**src/rtl/pipelined_datapath_if.sv**
```systemverilog
// ============================================================================
//  Module      : pipelined_datapath_if
//  Description : Issue and result handshake bundle for pipelined_datapath.
//                master  - fetch/control side plus result consumer
//                          (drives instr_valid, instr, data_in, out_ready)
//                slave   - the datapath
//                          (drives instr_ready, out_valid, out_result,
//                           out_rd, out_we [, out_flags])
//                out_flags exists only when DATAPATH_FLAGS_EN is defined.
//  Revision    : 1.0  initial release
// ============================================================================
`default_nettype none

interface pipelined_datapath_if #(
  parameter int WIDTH = 32
);
  logic             instr_valid;
  logic             instr_ready;
  logic [31:0]      instr;
  logic [WIDTH-1:0] data_in;
  logic             out_valid;
  logic             out_ready;
  logic [WIDTH-1:0] out_result;
  logic [4:0]       out_rd;
  logic             out_we;
`ifdef DATAPATH_FLAGS_EN
  logic [3:0]       out_flags;

  modport master (
    output instr_valid, instr, data_in, out_ready,
    input  instr_ready, out_valid, out_result, out_rd, out_we, out_flags
  );
  modport slave (
    input  instr_valid, instr, data_in, out_ready,
    output instr_ready, out_valid, out_result, out_rd, out_we, out_flags
  );
`else
  modport master (
    output instr_valid, instr, data_in, out_ready,
    input  instr_ready, out_valid, out_result, out_rd, out_we
  );
  modport slave (
    input  instr_valid, instr, data_in, out_ready,
    output instr_ready, out_valid, out_result, out_rd, out_we
  );
`endif
endinterface

`default_nettype wire

```
**src/rtl/pipelined_datapath.sv**
```systemverilog
// ============================================================================
//  Module      : pipelined_datapath
//  Description : Three-stage pipelined datapath: instruction latch (S1),
//                operand read + ALU (combinational from S1), writeback
//                register (S2 = output port). Retiring S2 writes the register
//                file and is forwarded to the S1 operand read, so dependent
//                instructions issue back to back with no bubbles.
//  Ports       : clk          - clock, rising edge
//                reset        - asynchronous, active-high
//                bus (slave)  - issue handshake (instr_valid/instr_ready,
//                               instr, data_in) and result handshake
//                               (out_valid/out_ready, out_result, out_rd,
//                               out_we, out_flags)
//  Options     : DATAPATH_FLAGS_EN - adds registered {N,Z,C,V} on out_flags
//  Revision    : 1.0  initial release
// ============================================================================
`default_nettype none

module pipelined_datapath #(
  parameter int WIDTH    = 32,
  parameter int NUM_REGS = 32
) (
  input  logic                  clk,
  input  logic                  reset,
  pipelined_datapath_if.slave   bus
);

  localparam int IDX_W = (NUM_REGS > 1) ? $clog2(NUM_REGS) : 1;
  localparam int SH_W  = $clog2(WIDTH);
  localparam int MSB   = WIDTH - 1;

  localparam logic [3:0] OP_ADD  = 4'b0000;
  localparam logic [3:0] OP_SUB  = 4'b0001;
  localparam logic [3:0] OP_AND  = 4'b0010;
  localparam logic [3:0] OP_OR   = 4'b0011;
  localparam logic [3:0] OP_XOR  = 4'b0100;
  localparam logic [3:0] OP_SLL  = 4'b0101;
  localparam logic [3:0] OP_SRL  = 4'b0110;
  localparam logic [3:0] OP_SRA  = 4'b0111;
  localparam logic [3:0] OP_SLT  = 4'b1000;
  localparam logic [3:0] OP_SLTU = 4'b1001;

  // S1 instruction latch
  logic             s1_valid;
  logic             s1_wb_sel;
  logic             s1_we;
  logic [3:0]       s1_op;
  logic [IDX_W-1:0] s1_rs;
  logic [IDX_W-1:0] s1_rt;
  logic [4:0]       s1_rd;
  logic [WIDTH-1:0] s1_data;

  logic [WIDTH-1:0] regs [NUM_REGS];

  logic             advance;
  logic [IDX_W-1:0] wb_idx;
  logic             wb_hit;
  logic [WIDTH-1:0] op_a;
  logic [WIDTH-1:0] op_b;
  logic [SH_W-1:0]  shamt;
  logic [WIDTH-1:0] alu_res;
  logic [WIDTH-1:0] result;
  logic             unused_instr;

  // Only the low IDX_W bits of rs/rt and none of instr[10:0] are architectural.
  assign unused_instr = ^{bus.instr[25:16], bus.instr[10:0]};

  // The whole pipe moves as one: S2 can be overwritten only once it has
  // been consumed or is empty.
  assign advance         = !bus.out_valid | bus.out_ready;
  assign bus.instr_ready = advance;

  assign wb_idx = bus.out_rd[IDX_W-1:0];
  assign wb_hit = bus.out_valid & bus.out_we & (wb_idx != '0);

  // Operand read. The retiring instruction in S2 has not reached the register
  // file yet, so it is forwarded; anything older is already in regs.
  always_comb begin
    op_a = '0;
    op_b = '0;
    if (s1_rs != '0) begin
      op_a = (wb_hit && (wb_idx == s1_rs)) ? bus.out_result : regs[s1_rs];
    end
    if (s1_rt != '0) begin
      op_b = (wb_hit && (wb_idx == s1_rt)) ? bus.out_result : regs[s1_rt];
    end
  end

  assign shamt = op_b[SH_W-1:0];

  always_comb begin
    alu_res = op_a;
    case (s1_op)
      OP_ADD:  alu_res = op_a + op_b;
      OP_SUB:  alu_res = op_a - op_b;
      OP_AND:  alu_res = op_a & op_b;
      OP_OR:   alu_res = op_a | op_b;
      OP_XOR:  alu_res = op_a ^ op_b;
      OP_SLL:  alu_res = op_a << shamt;
      OP_SRL:  alu_res = op_a >> shamt;
      OP_SRA:  alu_res = $signed(op_a) >>> shamt;
      OP_SLT:  alu_res = {{(WIDTH-1){1'b0}}, ($signed(op_a) < $signed(op_b))};
      OP_SLTU: alu_res = {{(WIDTH-1){1'b0}}, (op_a < op_b)};
      default: alu_res = op_a;
    endcase
  end

  assign result = s1_wb_sel ? s1_data : alu_res;

`ifdef DATAPATH_FLAGS_EN
  logic [3:0] flags_next;

  // Carry out of an add shows up as a wrapped sum smaller than an addend;
  // for subtract C is "no borrow", i.e. A >= B unsigned.
  always_comb begin
    flags_next = {result[MSB], (result == '0), 2'b00};
    if (!s1_wb_sel) begin
      if (s1_op == OP_ADD) begin
        flags_next[1] = (alu_res < op_a);
        flags_next[0] = (op_a[MSB] == op_b[MSB]) && (alu_res[MSB] != op_a[MSB]);
      end else if (s1_op == OP_SUB) begin
        flags_next[1] = (op_a >= op_b);
        flags_next[0] = (op_a[MSB] != op_b[MSB]) && (alu_res[MSB] != op_a[MSB]);
      end
    end
  end
`endif

  // S1 latch
  always_ff @(posedge clk or posedge reset) begin
    if (reset) begin
      s1_valid  <= 1'b0;
      s1_wb_sel <= 1'b0;
      s1_we     <= 1'b0;
      s1_op     <= '0;
      s1_rs     <= '0;
      s1_rt     <= '0;
      s1_rd     <= '0;
      s1_data   <= '0;
    end else if (advance) begin
      s1_valid  <= bus.instr_valid;
      s1_wb_sel <= bus.instr[31];
      s1_we     <= bus.instr[30];
      s1_op     <= bus.instr[29:26];
      s1_rs     <= bus.instr[21+IDX_W-1:21];
      s1_rt     <= bus.instr[16+IDX_W-1:16];
      s1_rd     <= bus.instr[15:11];
      s1_data   <= bus.instr_valid ? bus.data_in : s1_data;
    end
  end

  // S2 / output registers. Payload only changes when a real instruction
  // arrives so the port holds its last value across bubbles.
  always_ff @(posedge clk or posedge reset) begin
    if (reset) begin
      bus.out_valid  <= 1'b0;
      bus.out_result <= '0;
      bus.out_rd     <= '0;
      bus.out_we     <= 1'b0;
`ifdef DATAPATH_FLAGS_EN
      bus.out_flags  <= '0;
`endif
    end else if (advance) begin
      bus.out_valid <= s1_valid;
      if (s1_valid) begin
        bus.out_result <= result;
        bus.out_rd     <= s1_rd;
        bus.out_we     <= s1_we;
`ifdef DATAPATH_FLAGS_EN
        bus.out_flags  <= flags_next;
`endif
      end
    end
  end

  // Register file: written by the instruction leaving S2.
  always_ff @(posedge clk or posedge reset) begin
    if (reset) begin
      for (int i = 0; i < NUM_REGS; i++) begin
        regs[i] <= '0;
      end
    end else if (advance && wb_hit) begin
      regs[wb_idx] <= bus.out_result;
    end
  end

endmodule

`default_nettype wire

```
**src/flat_wrapper.sv**
```systemverilog
// flat-port wrapper written by rule: the top's interface ports become plain ports
module pipelined_datapath_flat 
#(
  parameter int WIDTH    = 32,
  parameter int NUM_REGS = 32
)
  (clk, reset, bus_instr_valid, bus_instr, bus_data_in, bus_out_ready, bus_instr_ready, bus_out_valid, bus_out_result, bus_out_rd, bus_out_we);
  pipelined_datapath_if #(.WIDTH(WIDTH)) bus_i ();
  input  logic clk;
  input  logic reset;
  input wire logic [$bits(bus_i.instr_valid)-1:0] bus_instr_valid;
  input wire logic [$bits(bus_i.instr)-1:0] bus_instr;
  input wire logic [$bits(bus_i.data_in)-1:0] bus_data_in;
  input wire logic [$bits(bus_i.out_ready)-1:0] bus_out_ready;
  output wire logic [$bits(bus_i.instr_ready)-1:0] bus_instr_ready;
  output wire logic [$bits(bus_i.out_valid)-1:0] bus_out_valid;
  output wire logic [$bits(bus_i.out_result)-1:0] bus_out_result;
  output wire logic [$bits(bus_i.out_rd)-1:0] bus_out_rd;
  output wire logic [$bits(bus_i.out_we)-1:0] bus_out_we;
  assign bus_i.instr_valid = bus_instr_valid;
  assign bus_i.instr = bus_instr;
  assign bus_i.data_in = bus_data_in;
  assign bus_i.out_ready = bus_out_ready;
  assign bus_instr_ready = bus_i.instr_ready;
  assign bus_out_valid = bus_i.out_valid;
  assign bus_out_result = bus_i.out_result;
  assign bus_out_rd = bus_i.out_rd;
  assign bus_out_we = bus_i.out_we;
  pipelined_datapath #(.WIDTH(WIDTH), .NUM_REGS(NUM_REGS)) u_core (.clk(clk), .reset(reset), .bus(bus_i));
endmodule
```
**config.mk**
```make
export PLATFORM = sky130hd
export DESIGN_NAME = pipelined_datapath_flat
export DESIGN_NICKNAME = d
export VERILOG_FILES = /design/src/rtl/pipelined_datapath_if.sv /design/src/rtl/pipelined_datapath.sv /design/src/flat_wrapper.sv
export SDC_FILE = /design/constraint.sdc
export NUM_CORES = 2
export LEC_CHECK = 0
export CORE_MARGIN = 1.5
export CORE_UTILIZATION = 69
export DETAILED_ROUTE_END_ITERATION = 7
export GPL_TIMING_DRIVEN = 0
export PLACE_DENSITY = 0.87
export SLEW_MARGIN = 5
export SYNTH_ARGS = -nofsm -noshare
export SYNTH_HDL_FRONTEND = slang
export SYNTH_SLANG_ARGS = --single-unit
```
**constraint.sdc**
```tcl
create_clock -name clk -period 116.4 [get_ports clk]
set_input_delay 29.1 -clock clk [delete_from_list [all_inputs] [get_ports clk]]
set_output_delay 29.1 -clock clk [all_outputs]
set_load 0.01 [all_outputs]
```
==> out/summary.txt, run 1 <==
Buffers on Ports: 96
# clock sinks: 1117
Die W: 317 um
Max clock buf depth: 3
Share of the synthesized area in the top cell type: 41.1%
Clk root buf: clkbuf_16
Remaining Overflow, GRT: 472
Halt Stage: 5_1_grt
Seq/Total Area, Yosys: 41.1%
Largest net degree at the start of global routing: 130
Post-synth top area cell: dfrtp_1
Ys Warns: 0
# Post-CTS Setup Buffers: 0
Post-cts resize count: 0
H-tree levels: 3
FP Rows: 114
Vias in the first global route: 72900
Top Ports: 108
CTS Buf Count: 113
Cell area after synthesis: 68000 um^2
Ys async rst share: 100%
Tool Error: [ERROR GRT-0116] Global routing finished with congestion. Check the congestion regions in the DRC Viewer.
Post-detail-place hpwl: 249 mm
Syn_nets: 5707
GR Util All Layers: 85.3%
Global-route wire length before repair: 606 mm
Syn Inst Count: 5538
Synth Flop Type: dfrtp_1
Distinct cells, synth: 109
Gp weighted congestion: 1.20
Synthesis-stage register bit count: 1117
Hold buffers post-CTS: 0
Die Height: 317 um
Status: aborted with a tool error
Synth area leaders: dfrtp_1 (41%), mux4_2 (16%), mux2_2 (16%)
Post-synth EDFFs: 0
Starting Density: 70.0%
Mapped Avg Cell Area: 12.3 um^2
[cell usage after synthesis (12+ instances only)]
| cell | n |
|---|---|
| a21oi_1 | 193 |
| a211oi_1 | 47 |
| dfrtp_1 | 1117 |
| o211ai_1 | 30 |
| buf_2 | 86 |
| a31oi_1 | 49 |
| o21ai_1 | 12 |
| or2_2 | 34 |
| o31ai_1 | 21 |
| nand4_1 | 44 |
| mux2i_1 | 228 |
| o221ai_1 | 22 |
| o22a_1 | 36 |
| nand2b_1 | 23 |
| o22ai_1 | 58 |
| mux4_2 | 489 |
| ha_1 | 99 |
| nand2_1 | 386 |
| nor2_1 | 204 |
| xnor2_1 | 22 |
| mux2_2 | 971 |
| o21ai_0 | 187 |
| nor2b_1 | 32 |
| a22oi_1 | 44 |
| nand3_1 | 44 |
| a21o_1 | 28 |
| a311oi_1 | 14 |
| buf_1 | 43 |
| and2_1 | 16 |
| clkbuf_1 | 392 |
| or3_1 | 12 |
| buf_6 | 26 |
| a22o_1 | 26 |
| buf_4 | 26 |
| nor3_1 | 43 |
| inv_1 | 108 |
| a2111oi_0 | 22 |
| o21bai_1 | 21 |
| a221o_1 | 13 |
| a221oi_1 | 48 |
[cell families after synthesis]
logic type                 after synthesis  share of synthesized area (%)
AOI/OAI and AO/OA                      993                           10.2
xor gates and xnor gates                26                          0.335
adders and majority gates              101                           1.88
buffers and inverters                  694                           4.44
DFF                                   1117                           41.1
muxes                                 1696                           35.9
and+or+nand+nor                        911                           6.20
[stage by stage]
stage,utilization (%),std cells,instance area (um^2),worst slack [ns],hold WS (ns)
after floorplan,-,5538,68000,55.85,0.438
after global placement,72.6,6910,70600,44.59,0.454
after detailed placement,73.1,6927,71000,56.06,0.469
after CTS,77.1,7132,74900,56.06,0.487
[per-layer routing]
metal | overflow | GRT usage (%)
met1 | 33 | 85.3
met2 | 159 | 94.9
met3 | 49 | 77.9
met4 | 222 | 84.3
met5 | 9 | 51.8
==> run 2: changes to the inputs <==
--- a/config.mk
+++ b/config.mk
@@ -6,10 +6,10 @@
 export NUM_CORES = 2
 export LEC_CHECK = 0
 export CORE_MARGIN = 1.5
-export CORE_UTILIZATION = 69
+export CORE_UTILIZATION = 40
 export DETAILED_ROUTE_END_ITERATION = 7
 export GPL_TIMING_DRIVEN = 0
-export PLACE_DENSITY = 0.87
+export PLACE_DENSITY_LB_ADDON = 0.15
 export SLEW_MARGIN = 5
 export SYNTH_ARGS = -nofsm -noshare
 export SYNTH_HDL_FRONTEND = slang
==> run 2 against run 1 <==
The flow now finishes, with violations (max-capacitance violations, max-slew violations). Synthesized cell count unchanged. Area after synthesis is the same.
==> out/summary.txt, run 2 <==
Max Freq: 16.4 MHz
Max-cap violations: 15
Peak supply drop: 0.0174 mV
Distinct cells, synth: 109 (unchanged)
Flop pwr share: 33.3%
Commonest non-fill, non-tap cells in the layout: dfrtp_1 (1117), mux2_2 (971), mux4_2 (489), nand2_1 (386), clkbuf_1 (353)
Seq/Total Area, Yosys: 41.1% (unchanged)
Nets@finish: 5969
WL/cell: 47.0 um
Worst setup path category: in2out
Net Sw Frac: 42.6%
Layout area overhead: 13.2%
Synth Flop Type: dfrtp_1 (unchanged)
Wirelength, routed: 383 mm
Post-cts resize count: 0 (unchanged)
CTS Buf Count: 139 (was 113)
Clock group share of total power: 25.5%
Post-DRT Antenna Nets: 0
Most flop-heavy register: u_core.regs
# DRC: 0
Vias in the first global route: 56600
Power Internal: 0.00100 W
Skew-Pair Late Insertion Delay: 0.85 ns
Worst min-delay path class: reg2reg
Core area: 169000 um^2
Status: finished, violations left (was aborted with a tool error)
Largest registers: u_core.regs (1024), u_core.bus.out_result (32), u_core.s1_data (32)
Top Ports: 108 (unchanged)
Syn Inst Count: 5538 (unchanged)
Slew HR: -12.9%
Failing checks: max-capacitance violations, max-slew violations
Mapped Avg Cell Area: 12.3 um^2 (unchanged)
Clk root buf: clkbuf_16 (unchanged)
Final Util: 45.5%
Initial antenna violation count: 37
Post-synth top cells: dfrtp_1 (1117), mux2_2 (971), mux4_2 (489) (unchanged)
FP Rows: 151 (was 114)
Max reg flops: 1024
GR Util All Layers: 43.7%
Ys async rst share: 100% (unchanged)
Die area: 172000 um^2
CP max-delay cell: clkbuf_1
CTS tree: yes
Crit start category: input pin
Least-Margin Pin Slew: 1.69 ns
Combinational Power Share: 41.2%
Pre-antenna DRT Iters: 6
WP data arrival: 31.80 ns
Synth area leaders: dfrtp_1 (41%), mux4_2 (16%), mux2_2 (16%) (unchanged)
Switching Power: 0.000745 W
Syn_nets: 5707 (unchanged)
Worst Skew: 0.0382 ns
Iter 0 DRT Violations: 9018
# clock sinks: 1117 (unchanged)
Final Hold Violating Endpoints: 0
Remaining Overflow, GRT: 0
Worst path cell trace: clkdlybuf4s50_1 -> nand2b_1 -> clkbuf_1 -> clkbuf_1 -> clkdlybuf4s50_1
Global-route wire length before repair: 509 mm
Max clock buf depth: 3 (unchanged)
Post-detail-place hpwl: 272 mm (was 249 mm)
Reg clk slew, reported paths: 0.06 ns
Via density: 7.23
Commonest non-fill, non-tap cell in the layout: dfrtp_1
H-tree levels: 4 (was 3)
Detailed-route via count: 58900
PD cells: 22.7 nW/um^2
# Post-CTS Setup Buffers: 0 (unchanged)
Final Critical Period: 60.90 ns
Leak pwr: 34.0 nW
Gp weighted congestion: 1.05 (was 1.20)
Largest stage delay, worst path: 0.80 ns
Max-slew violations: 130
Critical Path Fanout Max: 10
Share of the synthesized area in the top cell type: 41.1% (unchanged)
Most frequent cell after synthesis: dfrtp_1 (unchanged)
RSZ-0062 raised after global routing: false
Setup violations, final: 0
Post-synth top area cell: dfrtp_1 (unchanged)
Tcrit/Tclk final: 52.3%
Proportion of layout cells with a drive suffix above 1: 34.2%
Ys Warns: 0 (unchanged)
Die W: 415 um (was 317 um)
Buffers on Ports: 96 (unchanged)
Post-synth EDFFs: 0 (unchanged)
Starting Density: 40.2% (was 70.0%)
Cell area after synthesis: 68000 um^2 (unchanged)
Setup TNS: 0 ns
Die Height: 415 um (was 317 um)
Synthesis-stage register bit count: 1117 (unchanged)
Final std cells w/o fill: 8144
Setup crit end kind: output port
Largest net degree at the start of global routing: 117
Placed Cells: 7875 (was 6927)
Hold buffers post-CTS: 0 (unchanged)
Crit path required time: 87.30 ns
run 2: cell counts after synthesis:
Identical to the previous run, type by type.
run 2: final cells by class:
| type | instances | area, um^2 |
|---|---|---|
| well taps | 2218 | 2780 |
| clock buffers | 204 | 4030 |
| repair buffers | 121 | 1460 |
| flip-flops and latches | 1117 | 28000 |
| multi-input cells | 3727 | 37100 |
| plain buffers | 575 | 2690 |
| clock inverters | 37 | 464 |
| diodes | 26 | 65.1 |
| fillers | 15700 | 92100 |
| inverters | 119 | 454 |
run 2: kinds of logic after synthesis:
| group | Yosys count | share of synthesized area [%] |
|---|---|---|
| adder cells (fa/ha/maj) | 101 | 1.88 |
| AO/OA/AOI/OAI | 993 | 10.2 |
| multiplexers | 1696 | 35.9 |
| buffers and inverters | 694 | 4.44 |
| flip-flops | 1117 | 41.1 |
| XOR/XNOR | 26 | 0.335 |
| AND/OR/NAND/NOR | 911 | 6.20 |
run 2: through the flow:
stage	hold slack (ns)	setup slack (ns)	area, um^2	total power (W)
final	0.480	55.50	77000	0.00175
after global placement	0.457	41.07	71700	0.00126
after CTS	0.478	55.58	76900	0.00171
after global routing	0.504	55.57	76900	0.00178
after detailed placement	0.465	55.58	72400	0.00127
after floorplan	0.438	55.85	68000	0.000961
run 2: power groups by stage:
stage	sequential, W	combinational, W	clock [W]
global placement	0.000579	0.000677	0
CTS	0.000575	0.000687	0.000444
detailed placement	0.000582	0.000684	0
global route	0.000590	0.000732	0.000460
finish	0.000583	0.000721	0.000445
floorplan	0.000544	0.000418	0
run 2: per-layer routing:
layer | wire, um | vias up | track usage (%)
met5 | 212 | - | 0.639
met4 | 36700 | 30 | 34.7
met3 | 50000 | 1609 | 17.4
met2 | 157000 | 5012 | 61.4
met1 | 138000 | 30600 | 53.0
li1 | - | 21600 | -
run 2: path summary, 6_finish.rpt:
kind / cells past startpoint / startpoint / end / slack, ns
max: 5 / bus_out_ready / bus_instr_ready / 55.50
min reg2reg: 1 / u_core.regs[1004] / u_core.regs[1004] / 0.48
max in group asynchronous: 5 / reset / u_core.regs[923] / 85.44
min: 1 / u_core.regs[1004] / u_core.regs[1004] / 0.48
min in group asynchronous: 2 / reset / u_core.regs[41] / 28.84
max reg2reg: 19 / u_core.s1_rs[3] / u_core.bus.out_result[0] / 106.11
run 2: critical path, delay by kind of cell:
| family | cells | cell delay, ns |
|---|---|---|
| and+or+nand+nor | 1 | 0.14 |
| buffers and inverters | 4 | 2.54 |
(Power assumes the default switching activity.)
